File: src/rtl/ball_plat_drawer_pkg.sv
// Shared definitions for the ball/platform pixel drawer: screen geometry,
// colour constants, platform field layout, drawer state encoding and small
// pixel-math helpers.
package ball_plat_drawer_pkg;

    // Colours and screen geometry
    localparam logic [2:0] BLACK      = 3'b000;
    localparam logic [7:0] SCREEN_W   = 8'd160;
    localparam logic [8:0] SCREEN_H   = 9'd160;

    // Ball geometry
    localparam logic [7:0] BALL_X     = 8'd76;
    localparam logic [7:0] BALL_SIZE  = 8'd4;

    // Platform geometry and packed-field layout
    localparam logic [7:0] PLAT_X0    = 8'd40;
    localparam logic [7:0] PLAT_PITCH = 8'd20;
    localparam logic [7:0] PLAT_W     = 8'd8;
    localparam logic [7:0] NUM_PLATS  = 8'd4;
    localparam int         PLAT_POS_W = 7;
    localparam int         PLAT_COL_W = 3;

    typedef enum logic [2:0] {
        S_IDLE  = 3'd0,
        S_CLEAR = 3'd1,
        S_ERASE = 3'd2,
        S_PLATS = 3'd3,
        S_BALL  = 3'd4,
        S_DONE  = 3'd5
    } drawer_state_e;

    // y position of platform idx from the packed position bus
    function automatic logic [6:0] plat_y(input logic [27:0] pos, input logic [1:0] idx);
        return pos[idx*PLAT_POS_W +: PLAT_POS_W];
    endfunction

    // colour of platform idx from the packed colour bus
    function automatic logic [2:0] plat_colour(input logic [11:0] cols, input logic [1:0] idx);
        return cols[idx*PLAT_COL_W +: PLAT_COL_W];
    endfunction

    // x of pixel k of platform idx
    function automatic logic [7:0] plat_x(input logic [7:0] idx, input logic [7:0] k);
        logic [7:0] offs;
        offs = idx * PLAT_PITCH;
        return PLAT_X0 + offs + k;
    endfunction

    // Row base+off is on screen; the 9-bit sum clips rows that wrap past 255
    function automatic logic row_visible(input logic [7:0] base, input logic [7:0] off);
        logic [8:0] sum;
        sum = {1'b0, base} + {1'b0, off};
        return (sum < SCREEN_H);
    endfunction

endpackage

File: src/rtl/ball_plat_drawer_if.sv
// Controller <-> drawer bundle: frame request, game-state snapshot inputs and
// the pixel-plot stream towards the VGA adapter.
interface ball_plat_drawer_if;
    logic        start;
    logic [7:0]  prev_ball;
    logic [7:0]  curr_ball;
    logic [27:0] position_plats;
    logic [11:0] color_plats;
    logic [2:0]  color_ball;
    logic        clear;
    logic [7:0]  x;
    logic [7:0]  y;
    logic [2:0]  colour;
    logic        plot;
    logic        busy;
    logic        done;

    modport master (
        output start, prev_ball, curr_ball, position_plats, color_plats, color_ball, clear,
        input  x, y, colour, plot, busy, done
    );

    modport slave (
        input  start, prev_ball, curr_ball, position_plats, color_plats, color_ball, clear,
        output x, y, colour, plot, busy, done
    );
endinterface

File: src/rtl/ball_plat_drawer_rect.sv
// rect_raster: walks (dx,dy) over a w-by-h rectangle, dx inner, dy outer.
// load_i restarts at (0,0) with new dimensions and wins over step_i.
// last_o flags the final coordinate of the rectangle.
module rect_raster (
    input  logic       clk,
    input  logic       reset,
    input  logic       load_i,
    input  logic       step_i,
    input  logic [7:0] w_i,
    input  logic [7:0] h_i,
    output logic [7:0] dx_o,
    output logic [7:0] dy_o,
    output logic       last_o
);
    logic [7:0] w_q, h_q;
    logic [7:0] dx_q, dx_d;
    logic [7:0] dy_q, dy_d;
    logic       dx_end_s, dy_end_s;

    assign dx_end_s = (dx_q == (w_q - 8'd1));
    assign dy_end_s = (dy_q == (h_q - 8'd1));

    // Next coordinate: reload, raster step, or hold
    always_comb begin
        dx_d = dx_q;
        dy_d = dy_q;
        if (load_i) begin
            dx_d = 8'd0;
            dy_d = 8'd0;
        end else if (step_i) begin
            if (dx_end_s) begin
                dx_d = 8'd0;
                if (dy_end_s) begin
                    dy_d = 8'd0;
                end else begin
                    dy_d = dy_q + 8'd1;
                end
            end else begin
                dx_d = dx_q + 8'd1;
                dy_d = dy_q;
            end
        end else begin
            dx_d = dx_q;
            dy_d = dy_q;
        end
    end

    // Coordinate and dimension registers
    always_ff @(posedge clk or posedge reset) begin
        if (reset) begin
            dx_q <= 8'd0;
            dy_q <= 8'd0;
            w_q  <= 8'd0;
            h_q  <= 8'd0;
        end else begin
            dx_q <= dx_d;
            dy_q <= dy_d;
            if (load_i) begin
                w_q <= w_i;
                h_q <= h_i;
            end else begin
                w_q <= w_q;
                h_q <= h_q;
            end
        end
    end

    assign dx_o   = dx_q;
    assign dy_o   = dy_q;
    assign last_o = dx_end_s && dy_end_s;

endmodule

File: src/rtl/ball_plat_drawer.sv
// ball_plat_drawer: once per frame, snapshots the game state on start and
// streams plot commands: erase old ball, draw 4 platforms, draw new ball,
// then a one-cycle done. One pixel per cycle with registered outputs; rows
// at or beyond the screen bottom keep their cycle but do not plot.
// Optional: DRAWER_CLEAR_EN adds a full-screen black clear ahead of the
// frame when clear is high at the latching start.
module ball_plat_drawer
    import ball_plat_drawer_pkg::*;
(
    input  logic              clk,
    input  logic              reset,
    ball_plat_drawer_if.slave bus
);
    drawer_state_e state_q, state_d;

    // Frame snapshot
    logic [7:0]  prev_q, curr_q;
    logic [27:0] pos_q;
    logic [11:0] cols_q;
    logic [2:0]  ball_col_q;
    logic        snap_en_s;

    // Registered pixel outputs
    logic [7:0] x_q, x_d, y_q, y_d;
    logic [2:0] colour_q, colour_d;
    logic       plot_q, plot_d, busy_q, busy_d, done_q, done_d;

    // Raster control
    logic       rr_load_s, rr_step_s, rr_last_s;
    logic [7:0] rr_w_s, rr_h_s, dx_s, dy_s;

    rect_raster u_raster (
        .clk    (clk),
        .reset  (reset),
        .load_i (rr_load_s),
        .step_i (rr_step_s),
        .w_i    (rr_w_s),
        .h_i    (rr_h_s),
        .dx_o   (dx_s),
        .dy_o   (dy_s),
        .last_o (rr_last_s)
    );

    // Phase sequencing and pixel generation for the current raster point
    always_comb begin
        state_d   = state_q;
        snap_en_s = 1'b0;
        rr_load_s = 1'b0;
        rr_step_s = 1'b0;
        rr_w_s    = BALL_SIZE;
        rr_h_s    = BALL_SIZE;
        x_d       = x_q;
        y_d       = y_q;
        colour_d  = colour_q;
        plot_d    = 1'b0;
        done_d    = 1'b0;
        busy_d    = (state_q != S_IDLE);

        case (state_q)
            S_IDLE: begin
                if (bus.start) begin
                    snap_en_s = 1'b1;
                    rr_load_s = 1'b1;
`ifdef DRAWER_CLEAR_EN
                    if (bus.clear) begin
                        rr_w_s  = SCREEN_W;
                        rr_h_s  = SCREEN_H[7:0];
                        state_d = S_CLEAR;
                    end else begin
                        state_d = S_ERASE;
                    end
`else
                    state_d = S_ERASE;
`endif
                end else begin
                    state_d = S_IDLE;
                end
            end
`ifdef DRAWER_CLEAR_EN
            S_CLEAR: begin
                x_d       = dx_s;
                y_d       = dy_s;
                colour_d  = BLACK;
                plot_d    = 1'b1;
                rr_step_s = 1'b1;
                if (rr_last_s) begin
                    rr_load_s = 1'b1;
                    state_d   = S_ERASE;
                end else begin
                    state_d   = S_CLEAR;
                end
            end
`endif
            S_ERASE: begin
                x_d       = BALL_X + dx_s;
                y_d       = prev_q + dy_s;
                colour_d  = BLACK;
                plot_d    = row_visible(prev_q, dy_s);
                rr_step_s = 1'b1;
                if (rr_last_s) begin
                    rr_load_s = 1'b1;
                    rr_w_s    = PLAT_W;
                    rr_h_s    = NUM_PLATS;
                    state_d   = S_PLATS;
                end else begin
                    state_d   = S_ERASE;
                end
            end
            S_PLATS: begin
                // dy selects the platform, dx walks along it
                x_d       = plat_x(dy_s, dx_s);
                y_d       = {1'b0, plat_y(pos_q, dy_s[1:0])};
                colour_d  = plat_colour(cols_q, dy_s[1:0]);
                plot_d    = 1'b1;
                rr_step_s = 1'b1;
                if (rr_last_s) begin
                    rr_load_s = 1'b1;
                    state_d   = S_BALL;
                end else begin
                    state_d   = S_PLATS;
                end
            end
            S_BALL: begin
                x_d       = BALL_X + dx_s;
                y_d       = curr_q + dy_s;
                colour_d  = ball_col_q;
                plot_d    = row_visible(curr_q, dy_s);
                rr_step_s = 1'b1;
                if (rr_last_s) begin
                    state_d = S_DONE;
                end else begin
                    state_d = S_BALL;
                end
            end
            S_DONE: begin
                done_d  = 1'b1;
                state_d = S_IDLE;
            end
            default: begin
                state_d = S_IDLE;
            end
        endcase
    end

    // State register
    always_ff @(posedge clk or posedge reset) begin
        if (reset) begin
            state_q <= S_IDLE;
        end else begin
            state_q <= state_d;
        end
    end

    // Game-state snapshot taken only on the accepted start
    always_ff @(posedge clk or posedge reset) begin
        if (reset) begin
            prev_q     <= 8'd0;
            curr_q     <= 8'd0;
            pos_q      <= 28'd0;
            cols_q     <= 12'd0;
            ball_col_q <= 3'd0;
        end else if (snap_en_s) begin
            prev_q     <= bus.prev_ball;
            curr_q     <= bus.curr_ball;
            pos_q      <= bus.position_plats;
            cols_q     <= bus.color_plats;
            ball_col_q <= bus.color_ball;
        end else begin
            prev_q     <= prev_q;
            curr_q     <= curr_q;
            pos_q      <= pos_q;
            cols_q     <= cols_q;
            ball_col_q <= ball_col_q;
        end
    end

    // Output registers
    always_ff @(posedge clk or posedge reset) begin
        if (reset) begin
            x_q      <= 8'd0;
            y_q      <= 8'd0;
            colour_q <= 3'd0;
            plot_q   <= 1'b0;
            busy_q   <= 1'b0;
            done_q   <= 1'b0;
        end else begin
            x_q      <= x_d;
            y_q      <= y_d;
            colour_q <= colour_d;
            plot_q   <= plot_d;
            busy_q   <= busy_d;
            done_q   <= done_d;
        end
    end

    assign bus.x      = x_q;
    assign bus.y      = y_q;
    assign bus.colour = colour_q;
    assign bus.plot   = plot_q;
    assign bus.busy   = busy_q;
    assign bus.done   = done_q;

endmodule

File: src/flat_wrapper.sv
// flat-port wrapper written by rule: the top's interface ports become plain ports
module ball_plat_drawer_flat import ball_plat_drawer_pkg::*;
  (clk, reset, bus_start, bus_prev_ball, bus_curr_ball, bus_position_plats, bus_color_plats, bus_color_ball, bus_clear, bus_x, bus_y, bus_colour, bus_plot, bus_busy, bus_done);
  ball_plat_drawer_if bus_i ();
  input  logic clk;
  input  logic reset;
  input wire logic [$bits(bus_i.start)-1:0] bus_start;
  input wire logic [$bits(bus_i.prev_ball)-1:0] bus_prev_ball;
  input wire logic [$bits(bus_i.curr_ball)-1:0] bus_curr_ball;
  input wire logic [$bits(bus_i.position_plats)-1:0] bus_position_plats;
  input wire logic [$bits(bus_i.color_plats)-1:0] bus_color_plats;
  input wire logic [$bits(bus_i.color_ball)-1:0] bus_color_ball;
  input wire logic [$bits(bus_i.clear)-1:0] bus_clear;
  output wire logic [$bits(bus_i.x)-1:0] bus_x;
  output wire logic [$bits(bus_i.y)-1:0] bus_y;
  output wire logic [$bits(bus_i.colour)-1:0] bus_colour;
  output wire logic [$bits(bus_i.plot)-1:0] bus_plot;
  output wire logic [$bits(bus_i.busy)-1:0] bus_busy;
  output wire logic [$bits(bus_i.done)-1:0] bus_done;
  assign bus_i.start = bus_start;
  assign bus_i.prev_ball = bus_prev_ball;
  assign bus_i.curr_ball = bus_curr_ball;
  assign bus_i.position_plats = bus_position_plats;
  assign bus_i.color_plats = bus_color_plats;
  assign bus_i.color_ball = bus_color_ball;
  assign bus_i.clear = bus_clear;
  assign bus_x = bus_i.x;
  assign bus_y = bus_i.y;
  assign bus_colour = bus_i.colour;
  assign bus_plot = bus_i.plot;
  assign bus_busy = bus_i.busy;
  assign bus_done = bus_i.done;
  ball_plat_drawer u_core (.clk(clk), .reset(reset), .bus(bus_i));
endmodule
File: config.mk
export PLATFORM = sky130hd
export DESIGN_NAME = ball_plat_drawer_flat
export DESIGN_NICKNAME = d
export VERILOG_FILES = /design/src/rtl/ball_plat_drawer_pkg.sv /design/src/rtl/ball_plat_drawer_if.sv /design/src/rtl/ball_plat_drawer_rect.sv /design/src/rtl/ball_plat_drawer.sv /design/src/flat_wrapper.sv
export SDC_FILE = /design/constraint.sdc
export NUM_CORES = 1
export LEC_CHECK = 0
export BUFFER_PORTS_ARGS = -buffer_cell sky130_fd_sc_hd__clkbuf_2
export CAP_MARGIN = 5
export CORE_ASPECT_RATIO = 1.5
export CORE_UTILIZATION = 49
export DETAILED_ROUTE_END_ITERATION = 6
export GPL_ROUTABILITY_DRIVEN = 0
export PLACE_DENSITY = 0.7
export SLEW_MARGIN = 20
export SYNTH_ARGS = -nofsm -noshare
export SYNTH_HDL_FRONTEND = slang
export SYNTH_SLANG_ARGS = --single-unit
File: constraint.sdc
create_clock -name clk -period 3.3 [get_ports clk]
set_clock_uncertainty 0.05 [all_clocks]
set_input_delay 0.165 -clock clk [delete_from_list [all_inputs] [get_ports clk]]
set_output_delay 0.165 -clock clk [all_outputs]
set_load 0.02 [all_outputs]
==> out/summary.txt, run 1 <==
DP Area = 0.00641 mm^2
Async SR Flop Fraction = 100%
max cap viols = 0
crit path DAT = 3130 ps
Synth area leader = dfrtp_1
mux share of post-synthesis cell area = 17.7%
most frequent cells in the layout = dfrtp_1 (103), clkbuf_2 (83), mux2_2 (66)
nets = 757
DR iter-0 viols = 168
clk slew on worst S/H paths = 70 ps
status = completed
share of the synthesized area in the top cell type = 44.3%
number of global-route vias before repair = 4670
Clock H-tree levels = 3
VDD IR max = 481 uV
root buf cell = clkbuf_16
Worst setup SP type = flip-flop
worst-case clock buffer depth = 2
Layout fillers = 949
Worst Path Required = 3520 ps
CP max FO = 9
number of warnings issued by yosys = 0
initial antenna violation count = 0
Synth area leaders = dfrtp_1 (44%), mux2_2 (13%), ha_1 (8.4%)
Die Span X = 91 um
Synth Instances = 528
sequential fraction of the synthesis area = 44.3%
Mapped Avg Cell Area = 11.0 um^2
site row count = 48
die area = 0.0123 mm^2
post-synthesis xor/xnor area fraction = 3.61%
Clock Sinks = 103
post-detail-place hpwl = 9510 um
Synth Area in Adders = 9.41%
# IOs = 85
Worst Hold Depth = 2
leak pwr = 0.00333 uW
Tmin final = 2920 ps
IO buf count = 83
final critical-path share of the clock period = 88.4%
Synth Register Bits = 103
Worst R2R Path Depth = 9
CTS tree = built
Clock Latency Late Sink = 350 ps
total negative slack = 0 ps
total power = 5800 uW
post-detailed-route count of antenna-violating nets = 0
Compound-Gate Fraction of Synth Area = 11.1%
post-synthesis net count = 633
synthesized area = 0.00582 mm^2
remaining global-route overflow = 0
Crit Path Category = flip-flop to flip-flop
simple-gate share of the synthesized area = 10.0%
# diodes = 0
largest net degree at the start of global routing = 63
Pre-antenna DRT Iters = 4
Slew @ Worst Pin = 777 ps
Starting Density = 50.5%
Slew Limit Headroom = 48.2%
Hold Slack = 4.33 ps
Core Area = 0.0115 mm^2
Final Max Tran Viols = 0
power density cells = 812 mW/mm^2
routed vias = 4527
P&R area growth vs syn = 22.6%
Vias/cell = 5.61
unrepaired setup endpoints after global routing = no
share of post-route cells with drive strength above 1 = 29.8%
fmax = 343 MHz
Yosys cell types = 55
routed wire length = 13200 um
most common cell after layout, fill and taps aside = dfrtp_1
CTS Buf Count = 9
drc violations = 0
GRT Total Usage = 22.8%
Die H = 136 um
first-pass GRT wire length = 22000 um
Final Hold Fails = 0
Hold Crit Class = input port to flip-flop
endpoints failing setup = 0
WL/cell = 16.4 um
main combinational cell family by area after synthesis = multiplexers
CP Capture Type = flip-flop
Post-synth EDFFs = 0
fin area = 0.00714 mm^2
Synth Flop Type = dfrtp_1
## synth_stat cells, drive strengths merged, types with 8 or more instances
library cell and count:
mux4 10, inv 26, buf 19, a21oi 45
nand2 36, ha 39, xnor2 16, a21o 8
nor3 8, xor2 8, mux2 66, o21ai 21
nor2 40, dfrtp 103
## flip-flops by register name, indices dropped and copies added (netlist names), 3 cells and up
| signal | cells |
|---|---|
| u_core.u_raster.dy_o | 8 |
| u_core.bus.x | 8 |
| u_core.u_raster.dx_o | 8 |
| u_core.state_q | 3 |
| u_core.bus.y | 8 |
| u_core.cols_q | 12 |
| u_core.bus.colour | 3 |
| u_core.curr_q | 8 |
| u_core.pos_q | 28 |
| u_core.ball_col_q | 3 |
| u_core.prev_q | 8 |
## repair_timing
item | in CTS | in global routing
endpoints found under the setup margin | 0 | 0
endpoints found under the hold margin | 98 | 3
gates resized for setup | 0 | 0
hold buffers | 38 | 3
setup buffers | 0 | 0
## final timing paths
path                                             start          endpoint  slack (ps)
max in group asynchronous                        reset   u_core.bus.done        2040
worst min-delay path            bus_position_plats[18]  u_core.pos_q[18]           4
worst max register to register       u_core.state_q[1]   u_core.bus.y[7]         380
worst max-delay path                 u_core.state_q[1]   u_core.bus.y[7]         380
worst min register to register         u_core.bus.x[0]   u_core.bus.x[0]         420
min in group asynchronous                        reset  u_core.curr_q[2]         450
## where the power goes
group | internal, uW | switching (uW)
sequential | 1710 | 341
combinational | 1290 | 1340
clock | 607 | 508
## logic make-up after synthesis
family,Yosys count
muxes,82
adders and majority gates,42
xor gates and xnor gates,24
AOI/OAI and AO/OA,104
DFF,103
and+or+nand+nor,123
buffers and inverters,50
## worst max-delay path, stage by stage, from the launching register on
cell	delay (ps)
dfrtp_1	370
or3b_1	440
buf_4	210
mux2_2	270
ha_1	330
a211o_1	290
a2111oi_0	420
nor3_1	130
xor2_1	180
o21ai_0	140
## stage by stage
step	instances	setup slack, ps	util, %
2_1_floorplan	528	381	-
4_1_cts	804	404	61.6
5_1_grt	807	191	61.9
3_3_place_gp	750	471	55.6
3_5_place_dp	750	439	55.6
6_report	807	382	61.9
## metal layers
metal	vias to the layer above	share of wire, %	GRT usage (%)	wire length [um]
li1	2137	-	-	-
met4	0	2.8	10.8	376
met5	-	0	0	0
met3	31	3.4	3.82	450
met1	2232	40	25.8	5250
met2	127	54	41.8	7170
## area by class of cell
class | instances | area [um^2] | share of cell area [%]
multi-input combinational | 375 | 3020 | 42.4
clock inverter | 7 | 87.6 | 1.23
inverter | 26 | 100 | 1.40
sequential | 103 | 2580 | 36.1
timing repair buffer | 137 | 936 | 13.1
tap | 150 | 188 | 2.63
clock buffer | 9 | 225 | 3.16
Note: power is estimated with default switching activity, not from simulation.
==> run 2: changes to the inputs <==
--- a/config.mk
+++ b/config.mk
@@ -7,8 +7,8 @@
 export LEC_CHECK = 0
 export BUFFER_PORTS_ARGS = -buffer_cell sky130_fd_sc_hd__clkbuf_2
 export CAP_MARGIN = 5
-export CORE_ASPECT_RATIO = 1.5
 export CORE_UTILIZATION = 49
+export CTS_CLUSTER_SIZE = 30
 export DETAILED_ROUTE_END_ITERATION = 6
 export GPL_ROUTABILITY_DRIVEN = 0
 export PLACE_DENSITY = 0.7
==> run 2 against run 1 <==
Net effect:
- the run now ends with DRC, hold timing left
- critical path depth stayed put
- count of clock-buffer cells in the layout is 1 higher
- non-clock buffer count stayed put
- core utilization is 0.082 points lower
- sequential cell count stayed put
- die area hardly changed
- sequential share of layout area is 0.095 points higher
- sequential power hardly changed
- critical path type unchanged
- critical endpoint unchanged
==> out/summary.txt, run 2 (same netlist as run 1, synthesis figures left out) <==
status = finished with violations
failing checks = DRC, hold timing
R2R Path Start = u_core.state_q[1]
DR iter-0 viols = 200
Worst Path Required = 3510 ps
power density cells = 802 mW/mm^2
worst-case clock buffer depth = 2
CP Capture Type = flip-flop
Resized cells post-CTS = 0
post-detail-place hpwl = 8800 um
max cap viols = 0
endpoints failing setup = 0
Place WS = 365 ps
remaining global-route overflow = 0
Tmin final = 3030 ps
CTS Buf Count = 9
Die H = 111 um
P&R area growth vs syn = 22.3%
first-pass GRT wire length = 21400 um
leak pwr = 0.00332 uW
Clock Latency Late Sink = 350 ps
routed vias = 4426
Vias/cell = 5.53
total negative slack = 0 ps
setup ws final = 270 ps
CP max FO = 7
CTS tree = built
WP depth = 9
Slew @ Worst Pin = 926 ps
# diodes = 0
crit-path cells = or3b_1, buf_4, mux2_2, ha_1, a211o_1, a2111oi_0, nor3_1, xor2_1, o21ai_0
number of global-route vias before repair = 4519
Hold Crit Class = input port to async pin
routed wire length = 12500 um
Crit Path Category = flip-flop to flip-flop
Final Max Tran Viols = 0
IO buf count = 83
Finished Layout Cells = 800
initial antenna violation count = 0
most common cell after layout, fill and taps aside = dfrtp_1
Final Hold Fails = 75
VDD IR max = 379 uV
Layout Utilization = 61.8%
Most flops, register = u_core.pos_q
post-detailed-route count of antenna-violating nets = 0
Layout fillers = 916
share of post-route cells with drive strength above 1 = 30.1%
Clock Sinks = 103
number of flip-flops in the largest register = 28
final critical-path share of the clock period = 91.8%
Pre-antenna DRT Iters = 6
Core Area = 0.0115 mm^2
Post-CTS Hold Buffers = 38
Clock H-tree levels = 3
WL/cell = 15.7 um
CP peak stage delay = 480 ps
crit path DAT = 3240 ps
drc violations = 7
most frequent cells in the layout = dfrtp_1 (103), clkbuf_2 (83), mux2_2 (66)
largest net degree at the start of global routing = 77
Post-CTS Setup Bufs = 0
reg2reg setup slack = 270 ps
clk slew on worst S/H paths = 70 ps
GRT Total Usage = 21.9%
die area = 0.0123 mm^2
reg-to-reg critical path endpoint = u_core.bus.y[7]
Inst Count DP = 745
Die Span X = 111 um
nets = 757
Starting Density = 50.6%
CP max stage cell = or3b_1
Top delay family on crit path = compound AO/OA/AOI/OAI gates
Worst R2R Path Depth = 9
site row count = 39
unrepaired setup endpoints after global routing = no
Worst setup SP type = flip-flop
worst path buffer plus inverter count = 1
fmax = 330 MHz
# IOs = 85
biggest regs = u_core.pos_q (28), u_core.cols_q (12)
Hold Slack = -48.3 ps
root buf cell = clkbuf_16
Slew Limit Headroom = 38.2%
[run 2: cell types whose count changed in the layout (fill, tap and decap cells not counted)]
cell and change:
clkbuf_8 +1, inv_8 -2, clkinvlp_4 +1, dlygate4sd3_1 -2, clkinv_2 +1, inv_6 -1, buf_4 +2
[run 2: where the power goes]
group,switching (uW),total [uW],internal (uW),leakage (uW)
sequential,331,2040,1710,0.00123
combinational,1300,2570,1270,0.00194
clock,483,1100,613,0.000149
total,2110,5710,3600,0.00332
[run 2: area by class of cell]
| cell class | instances | area [um^2] | area share [%] |
|---|---|---|---|
| Multi-Input combinational cell | 375 | 3020 | 42.5 |
| Sequential cell | 103 | 2580 | 36.2 |
| Timing Repair Buffer | 137 | 931 | 13.1 |
| Clock buffer | 10 | 239 | 3.36 |
| Tap cell | 143 | 179 | 2.51 |
| Inverter | 26 | 100 | 1.41 |
| Clock inverter | 6 | 68.8 | 0.967 |
[run 2: layer usage]
layer / share of wire (%) / wire (um) / up-vias / global-route usage (%)
li1: - / - / 2144 / -
met1: 44 / 5550 / 2174 / 28.3
met2: 49 / 6180 / 91 / 36.7
met3: 4.8 / 599 / 17 / 4.43
met4: 1.6 / 196 / 0 / 7.21
met5: 0 / 0 / - / 0
[run 2: worst max-delay path by stage]
stage / start / to / slack (ps)
after floorplan: reset / u_core.ball_col_q[0] / 380
after global placement: u_core.state_q[1] / u_core.bus.y[7] / 380
after detailed placement: u_core.state_q[1] / u_core.bus.y[6] / 370
after CTS: u_core.state_q[1] / u_core.bus.y[7] / 320
after global routing: u_core.state_q[1] / u_core.bus.y[7] / 120
final: u_core.state_q[1] / u_core.bus.y[7] / 270
[run 2: metrics by stage]
stage	area, um^2	power [uW]
global placement	6420	4500
floorplan	5820	3950
finish	7120	5710
global route	7120	6170
detailed placement	6420	4600
CTS	7110	5750
==> run 3: changes to the inputs <==
==> constraint.sdc (replaced) <==
create_clock -name clk -period 3.65 [get_ports clk]
set_clock_uncertainty 0.05 [all_clocks]
set_input_delay 0.1825 -clock clk [delete_from_list [all_inputs] [get_ports clk]]
set_output_delay 0.1825 -clock clk [all_outputs]
set_load 0.02 [all_outputs]
==> run 3 against run 2 <==
Net effect:
- non-clock buffer count shrank 43
- largest power group unchanged
- critical path depth is the same
- the run still ends with DRC, hold timing left
- core utilization shrank 3.9 points
- highest routed layer unchanged
- fmax shrank 4.0%
- clock power shrank 19%
==> out/summary.txt, run 3 (same netlist as run 1, synthesis figures left out) <==
largest net degree at the start of global routing = 92
crit-path cells = or3b_1, mux2_2, ha_1, a21o_1, a211o_1, a2111oi_0, nor3_1, xor2_1, o21ai_0
CP max FO = 11
Clock Sinks = 103
post-detailed-route count of antenna-violating nets = 0
CTS tree = built
number of global-route vias before repair = 4285
Core Area = 0.0115 mm^2
share of post-route cells with drive strength above 1 = 31.4%
unrepaired setup endpoints after global routing = no
Tmin final = 3160 ps
number of flip-flops in the largest register = 28
Final Max Tran Viols = 0
first-pass GRT wire length = 20900 um
VDD IR max = 298 uV
reg2reg setup slack = 490 ps
Top delay family on crit path = compound AO/OA/AOI/OAI gates
Clock Latency Late Sink = 350 ps
Crit Path Category = flip-flop to flip-flop
DR iter-0 viols = 211
WP depth = 9
routed vias = 4245
Most flops, register = u_core.pos_q
Resized cells post-CTS = 0
remaining global-route overflow = 0
max cap viols = 0
failing checks = DRC, hold timing
Hold Slack = -53.6 ps
# diodes = 0
post-detail-place hpwl = 8890 um
root buf cell = clkbuf_16
P&R area growth vs syn = 14.5%
GRT Total Usage = 21.4%
CTS Buf Count = 9
IO buf count = 83
site row count = 39
Die H = 111 um
Hold Crit Class = input port to async pin
most frequent cells in the layout = dfrtp_1 (103), clkbuf_2 (83), mux2_2 (66)
Slew Limit Headroom = 46.8%
initial antenna violation count = 0
final critical-path share of the clock period = 86.5%
Worst Path Required = 3850 ps
CP peak stage delay = 610 ps
most common cell after layout, fill and taps aside = dfrtp_1
Worst R2R Path Depth = 9
Post-CTS Hold Buffers = 0
Critical path origin = u_core.state_q[1]
reg-to-reg critical path endpoint = u_core.bus.y[7]
fmax = 317 MHz
Worst setup SP type = flip-flop
leak pwr = 0.00312 uW
die area = 0.0123 mm^2
R2R Path Start = u_core.state_q[1]
# IOs = 85
CP Capture Point = u_core.bus.y[7]
CP Capture Type = flip-flop
Clock H-tree levels = 3
status = finished with violations
Vias/cell = 5.61
power density cells = 757 mW/mm^2
drc violations = 7
Post-CTS Setup Bufs = 0
clk slew on worst S/H paths = 80 ps
total power = 5050 uW
endpoints failing setup = 0
worst path buffer plus inverter count = 0
Die Span X = 111 um
nets = 714
worst-case clock buffer depth = 2
biggest regs = u_core.pos_q (28), u_core.cols_q (12)
total negative slack = 0 ps
crit path DAT = 3360 ps
Pre-antenna DRT Iters = 7
WL/cell = 16.0 um
CP max stage cell = or3b_1
Slew @ Worst Pin = 798 ps
Final Hold Fails = 90
routed wire length = 12100 um
Starting Density = 50.6%
[run 3: power by group]
part           switching, uW  internal [uW]
Combinational           1180           1120
Clock                    415            480
Sequential               308           1550
Total                   1900           3150
[run 3: metal layers]
| layer | track usage, % | vias to the layer above | wire [um] |
|---|---|---|---|
| met5 | 0 | - | 0 |
| met4 | 7.95 | 0 | 217 |
| met3 | 5.47 | 18 | 691 |
| met2 | 34.4 | 105 | 5960 |
| met1 | 27.8 | 2080 | 5260 |
| li1 | - | 2042 | - |
[run 3: layout make-up]
| cell class | count | area [um^2] |
|---|---|---|
| Fill cell | 969 | 4850 |
| Tap cell | 143 | 179 |
| Timing Repair Buffer | 94 | 510 |
| Clock inverter | 5 | 33.8 |
| Inverter | 26 | 103 |
| Sequential cell | 103 | 2580 |
| Clock buffer | 11 | 243 |
| Multi-Input combinational cell | 375 | 3020 |
[run 3: per-stage QoR]
step	setup slack [ps]	instances	utilization, %	area (um^2)	hold slack [ps]
after floorplan	714	528	-	5820	284
after detailed placement	522	741	55.5	6390	368
after CTS	490	757	57.9	6670	12.5
final	494	757	57.9	6670	-53.6
after global routing	267	757	57.9	6670	5.04
after global placement	580	741	55.5	6390	365
[run 3: worst min path at each step]
stage          depth (start not counted)               end  slack [ps]
2_1_floorplan                          1  u_core.prev_q[1]         280
3_3_place_gp                           2  u_core.pos_q[14]         370
3_5_place_dp                           2  u_core.prev_q[4]         370
4_1_cts                                2  u_core.cols_q[2]          10
5_1_grt                                2   u_core.pos_q[3]           5
6_report                               2   u_core.bus.y[2]         -50
